--- src/rtl/decode_logic.sv ---
// Receive-side packet decoder: recovers a 29-bit node packet from a 55-bit link packet,
// decoding one 3-of-6 symbol or one checksum nibble per cycle.
module decode_logic #(
  parameter bit CHECK_PAD = 1'b1
) (
  input  logic        clk,
  input  logic        rst,
  input  logic [54:0] packet_in,
  input  logic        packet_valid,
  output logic        packet_ready,
  output logic [28:0] Packet_To_Node,
  output logic        node_valid,
  input  logic        node_ready,
  output logic        decode_err,
  output logic [1:0]  err_code
);

  localparam int unsigned PKT_W  = 55;
  localparam int unsigned NODE_W = 29;
  localparam int unsigned PAY_W  = 24;

  localparam logic [2:0] TYPE_3OF6 = 3'b001;
  localparam logic [2:0] TYPE_CSUM = 3'b010;

  localparam logic [1:0] ERR_NONE = 2'd0;
  localparam logic [1:0] ERR_SYM  = 2'd1;
  localparam logic [1:0] ERR_CSUM = 2'd2;
  localparam logic [1:0] ERR_TYPE = 2'd3;

  typedef enum logic [1:0] {IDLE, DECODE, DONE} state_e;

  state_e             state_q, state_d;
  logic [PKT_W-1:0]   pkt_q, pkt_d;
  logic [PAY_W-1:0]   payload_q, payload_d;
  logic [2:0]         cnt_q, cnt_d;
  logic [3:0]         sum_q, sum_d;
  logic               bad_q, bad_d;
  logic [NODE_W-1:0]  out_q, out_d;
  logic [1:0]         err_code_q, err_code_d;
  logic               node_valid_q, packet_ready_q, decode_err_q;

  logic [5:0] sym_base_c, nib_base_c;
  logic [4:0] pay_base_c;
  logic [5:0] sym_c;
  logic [3:0] nib_c;
  logic [3:0] sym_dec_c;
  logic       pad_bad_c;

  // {valid, value} for one 3-of-6 codeword; invalid codewords decode as 000
  function automatic logic [3:0] sym_decode(input logic [5:0] cw);
    case (cw)
      6'b000111: sym_decode = 4'b1_000;
      6'b001011: sym_decode = 4'b1_001;
      6'b001101: sym_decode = 4'b1_010;
      6'b001110: sym_decode = 4'b1_011;
      6'b010011: sym_decode = 4'b1_100;
      6'b010101: sym_decode = 4'b1_101;
      6'b010110: sym_decode = 4'b1_110;
      6'b011001: sym_decode = 4'b1_111;
      default:   sym_decode = 4'b0_000;
    endcase
  endfunction

  assign sym_base_c = 6'(cnt_q) * 6'd6;
  assign nib_base_c = 6'd24 + {1'b0, cnt_q, 2'b00};
  assign pay_base_c = 5'(cnt_q) * 5'd3;
  assign sym_c      = pkt_q[sym_base_c +: 6];
  assign nib_c      = pkt_q[nib_base_c +: 4];
  assign sym_dec_c  = sym_decode(sym_c);
  assign pad_bad_c  = CHECK_PAD && (pkt_q[19:0] != 20'd0);

  // Next-state and datapath
  always_comb begin
    state_d    = state_q;
    pkt_d      = pkt_q;
    payload_d  = payload_q;
    cnt_d      = cnt_q;
    sum_d      = sum_q;
    bad_d      = bad_q;
    out_d      = out_q;
    err_code_d = err_code_q;

    case (state_q)
      IDLE: begin
        if (packet_valid) begin
          pkt_d     = packet_in;
          payload_d = '0;
          cnt_d     = 3'd0;
          sum_d     = 4'd0;
          bad_d     = 1'b0;
          if (packet_in[54:52] == TYPE_3OF6 || packet_in[54:52] == TYPE_CSUM) begin
            state_d = DECODE;
          end else begin
            state_d    = DONE;
            out_d      = {packet_in[51:48], 1'b0, 24'd0};
            err_code_d = ERR_TYPE;
          end
        end
      end
      DECODE: begin
        cnt_d = cnt_q + 3'd1;
        if (pkt_q[54:52] == TYPE_3OF6) begin
          payload_d[pay_base_c +: 3] = sym_dec_c[2:0];
          bad_d = bad_q | ~sym_dec_c[3];
          if (cnt_q == 3'd7) begin
            state_d    = DONE;
            out_d      = {pkt_q[51:48], 1'b1, payload_d};
            err_code_d = bad_d ? ERR_SYM : ERR_NONE;
          end
        end else begin
          sum_d = sum_q + nib_c;
          if (cnt_q == 3'd5) begin
            state_d    = DONE;
            out_d      = {pkt_q[51:48], 1'b0, pkt_q[47:24]};
            err_code_d = (sum_d != pkt_q[23:20] || pad_bad_c) ? ERR_CSUM : ERR_NONE;
          end
        end
      end
      DONE: begin
        if (node_ready) state_d = IDLE;
      end
      default: state_d = IDLE;
    endcase
  end

  always_ff @(posedge clk) begin
    if (rst) begin
      state_q        <= IDLE;
      pkt_q          <= '0;
      payload_q      <= '0;
      cnt_q          <= 3'd0;
      sum_q          <= 4'd0;
      bad_q          <= 1'b0;
      out_q          <= '0;
      err_code_q     <= ERR_NONE;
      decode_err_q   <= 1'b0;
      node_valid_q   <= 1'b0;
      packet_ready_q <= 1'b1;
    end else begin
      state_q        <= state_d;
      pkt_q          <= pkt_d;
      payload_q      <= payload_d;
      cnt_q          <= cnt_d;
      sum_q          <= sum_d;
      bad_q          <= bad_d;
      out_q          <= out_d;
      err_code_q     <= err_code_d;
      decode_err_q   <= (err_code_d != ERR_NONE);
      node_valid_q   <= (state_d == DONE);
      packet_ready_q <= (state_d == IDLE);
    end
  end

  assign packet_ready   = packet_ready_q;
  assign node_valid     = node_valid_q;
  assign Packet_To_Node = out_q;
  assign err_code       = err_code_q;
  assign decode_err     = decode_err_q;

endmodule

--- config.mk ---
export PLATFORM = sky130hd
export DESIGN_NAME = decode_logic
export DESIGN_NICKNAME = d
export VERILOG_FILES = /design/src/rtl/decode_logic.sv
export SDC_FILE = /design/constraint.sdc
export NUM_CORES = 1
export LEC_CHECK = 0
export BUFFER_PORTS_ARGS = -buffer_cell sky130_fd_sc_hd__buf_2
export CORE_ASPECT_RATIO = 1.2
export CORE_UTILIZATION = 43
export DETAILED_ROUTE_END_ITERATION = 10
export GPL_TIMING_DRIVEN = 0
export PLACE_DENSITY = 0.65
export SLEW_MARGIN = 20
export SYNTH_ARGS = -nofsm -noshare
export SYNTH_HDL_FRONTEND = slang
export SYNTH_SLANG_ARGS = --single-unit
--- constraint.sdc ---
create_clock -name clk -period 3.37 [get_ports clk]
set_clock_uncertainty 0.2 [all_clocks]
set_input_delay 0.1685 -clock clk [delete_from_list [all_inputs] [get_ports clk]]
set_output_delay 0.1685 -clock clk [all_outputs]
set_load 0.01 [all_outputs]
==> impl_metrics.json <==
{
  "status": "finished, violations left",
  "violations": "design-rule violations",
  "track_usage_pct": 27.8,
  "drive_gt1_share_pct": 20.6,
  "clock_latency_ns": 0.42,
  "worstPathRequired_ns": 3.45,
  "power_frac_seq_pct": 38.9,
  "startpoint_type": "register",
  "utilization_pct": 59.8,
  "ant_nets": 0,
  "routedWlPerCell_um": 18.2,
  "diodes": 0,
  "placementRows": 47,
  "dieArea_mm2": 0.0149,
  "slew_headroom_pct": 33.4,
  "clk_pin_slew_ns": 0.06,
  "drc": 6,
  "vias_per_cell": 5.62,
  "fill_cells": 1240,
  "yosysUniqueCellTypes": 66,
  "cts_inserted_buffers": 17,
  "p_clk_share_pct": 46.8,
  "firstDrtPassIters": 8,
  "grt_pass1_wl_um": 31500,
  "cts.path.max_buffers": 2,
  "finalWirelength_um": 20500,
  "timing.final.ws_setup_ns": 0.0766,
  "yosys_warnings": 0,
  "root_buffer": "clkbuf_16",
  "num_vias": 6341,
  "grt_pass1_vias": 6001,
  "area_growth_pct": 34.2,
  "synthArstFlopShare_pct": 0,
  "powerDensity_mw_per_mm2": 494,
  "antenna_found_initial": 0,
  "p_switching_mw": 1.06,
  "dpl.hpwl_um": 14200,
  "coreArea_mm2": 0.0139,
  "p_int_mw": 3.06,
  "gp_congestion": 0.957,
  "syn-cell-area_mm2": 0.00621,
  "met1_length_um": 8360,
  "h-tree-depth": 4,
  "ys_ff_latch": 123,
  "p_comb_share_pct": 14.3,
  "peakVddDrop_mv": 0.308,
  "finalHoldViolations": 0,
  "fmaxAchievable_mhz": 304,
  "globalRouteOverflowTotal": 0,
  "setup_tns_ns": 0,
  "cts_tree": "yes",
  "crit_arrival_ns": 3.37,
  "synth.area.top_cells": "dfxtp_1 (40%), nand2_1 (11%), a21oi_1 (7.7%), mux4_2 (5.8%), nor2_1 (5.8%)",
  "drt_iter0_markers": 471,
  "rsz0062_at_grt": "true",
  "maxCapViolCount": 0,
  "place_ws_ns": -0.893,
  "critical_path_class": "register to register",
  "synthesis.nets": 835,
  "top_layer": "met4",
  "clkSinkCount": 123,
  "ys_seq_area_share_pct": 39.6,
  "wl_met3_um": 1300,
  "wl_met2_um": 10000,
  "cp_max_fo": 9,
  "syn_avg_cell_area_um2": 8.13,
  "p_leak_nw": 3.34,
  "grt_max_degree": 20,
  "min_period_over_period_pct": 97.7,
  "die_w_um": 112,
  "synth_top_area_share_pct": 39.6,
  "netSwitchingFraction_pct": 25.7,
  "finalSetupViolCount": 0,
  "cp-end-kind": "register",
  "synth_flop_cell": "dfxtp_1",
  "synth_cells": 764,
  "ios": 93,
  "synth_edf_count": 0,
  "fin_crit_ns": 3.29,
  "hold_path.class": "input pin to register",
  "portBuffers": 91,
  "slew_viol_final": 0,
  "synth_top_area_cell": "dfxtp_1",
  "final_nets": 1016,
  "die_y_um": 134,
  "max_slew.worst_pin.slew_ns": 0.997,
  "start_util_pct": 44.6
}
-- state kept, by name (all words and copies together), names as in the netlist --
signal          count
state_q             2
decode_err          1
Packet_To_Node     29
pkt_q              55
sum_q               4
packet_ready        1
err_code            2
bad_q               1
cnt_q               3
payload_q          24
node_valid          1
-- synthesized netlist by cell type (2+ instances only) --
master    count
nor2_1       96
ha_1         11
nand2_2       2
o21ai_0      25
a21oi_1      96
a22oi_1      24
mux2i_1      13
nor3_1       16
xor2_1        2
inv_1         5
a311oi_1      4
nand3_1       4
buf_1         4
nand3b_1      3
a22oi_2       2
a211oi_2      2
nor4_1        6
dfxtp_1     123
buf_2         2
nand4b_1      8
a221oi_1      6
nand2_1     174
nor2b_1       5
nand2b_1      4
mux4_2       16
and2_1        3
clkbuf_1     40
mux4_1        2
xnor2_1       9
o31ai_1       4
nand4_1       3
a31oi_1       8
nor2_2        3
buf_6         3
nor3b_1       2
a21oi_2       4
-- power by group through the flow --
stage                     combinational, mW  clock [mW]  sequential, mW
final                                 0.587        1.93            1.60
after floorplan                       0.335           0            1.60
after CTS                             0.560        1.94            1.60
after global placement                0.496           0            1.63
after global routing                  0.644        2.01            1.61
after detailed placement              0.499           0            1.63
-- metal layers --
metal	track usage [%]	vias to the layer above
met1	33.9	2960
met4	14.1	0
met3	5.46	65
met2	46.5	269
met5	0	-
li1	-	3047
-- critical path, cell delays in order, from the launching register on --
cell and delay (ns):
dfxtp_4 0.40, clkbuf_16 0.18, buf_12 0.13, mux4_2 0.50, nand2_1 0.10, nand2_2 0.08
ha_4 0.17, fa_1 0.59, xnor2_1 0.13, nand4_1 0.11, nor2_2 0.14, nand3_1 0.10
o21ai_2 0.19, o211ai_1 0.11
-- cell usage in the layout (no fill, tap or decap), types with 9 or more instances in the layout --
master / n
nand2_1: 172
dfxtp_1: 121
a21oi_1: 96
nor2_1: 95
buf_2: 92
dlygate4sd3_1: 56
clkbuf_1: 38
a22oi_1: 24
o21ai_0: 23
clkbuf_16: 19
buf_4: 17
nor3_1: 16
mux4_2: 16
mux2i_1: 11
ha_1: 10
xnor2_1: 9
-- area by class of cell --
| type | count | area, um2 | area share (%) |
|---|---|---|---|
| Tap cell | 171 | 214 | 2.57 |
| Inverter | 7 | 26.3 | 0.315 |
| Clock buffer | 24 | 482 | 5.78 |
| Multi-Input combinational cell | 583 | 3550 | 42.6 |
| Buffer | 48 | 278 | 3.33 |
| Sequential cell | 123 | 2470 | 29.6 |
| Timing Repair Buffer | 165 | 1180 | 14.2 |
| Clock inverter | 7 | 138 | 1.65 |
-- repair_timing --
item                                    in CTS  in global routing
buffers inserted                             4                 13
pin swaps                                    1                  7
endpoints found under the hold margin       62                  0
hold buffers                                56                  0
endpoints found under the setup margin      57                 40
gates resized for setup                     16                 17
cloned                                       0                  1
-- per-stage QoR --
step	hold slack (ns)	instance area, um2	cells	power (mW)
final	0.0384	8330	1128	4.12
after CTS	0.0269	8150	1116	4.10
after global placement	0.213	6880	1026	2.13
after floorplan	0.104	6210	764	1.93
after global routing	0.0776	8330	1128	4.26
after detailed placement	0.216	6880	1026	2.13
-- cell families after synthesis --
logic type | after synthesis | share of synthesized area [%]
mux | 34 | 9.53
fa+ha+maj | 12 | 2.54
compound gates | 188 | 18.7
simple gates | 337 | 23.5
buf+inv | 58 | 4.23
flops | 123 | 39.6
xor+xnor | 12 | 1.91
-- path summary, 6_finish.rpt --
check	slack (ns)	cells after the start	end	start
worst max-delay path	0.08	13	decode_err$_SDFF_PP0_	cnt_q[0]$_SDFFE_PP0P_
worst min-delay path	0.04	4	state_q[0]$_SDFF_PP0_	packet_valid
worst max register to register	0.08	13	decode_err$_SDFF_PP0_	cnt_q[0]$_SDFFE_PP0P_
worst min register to register	0.24	2	Packet_To_Node[18]$_SDFFE_PP0P_	Packet_To_Node[18]$_SDFFE_PP0P_
Note: power is estimated with default switching activity, not from simulation.
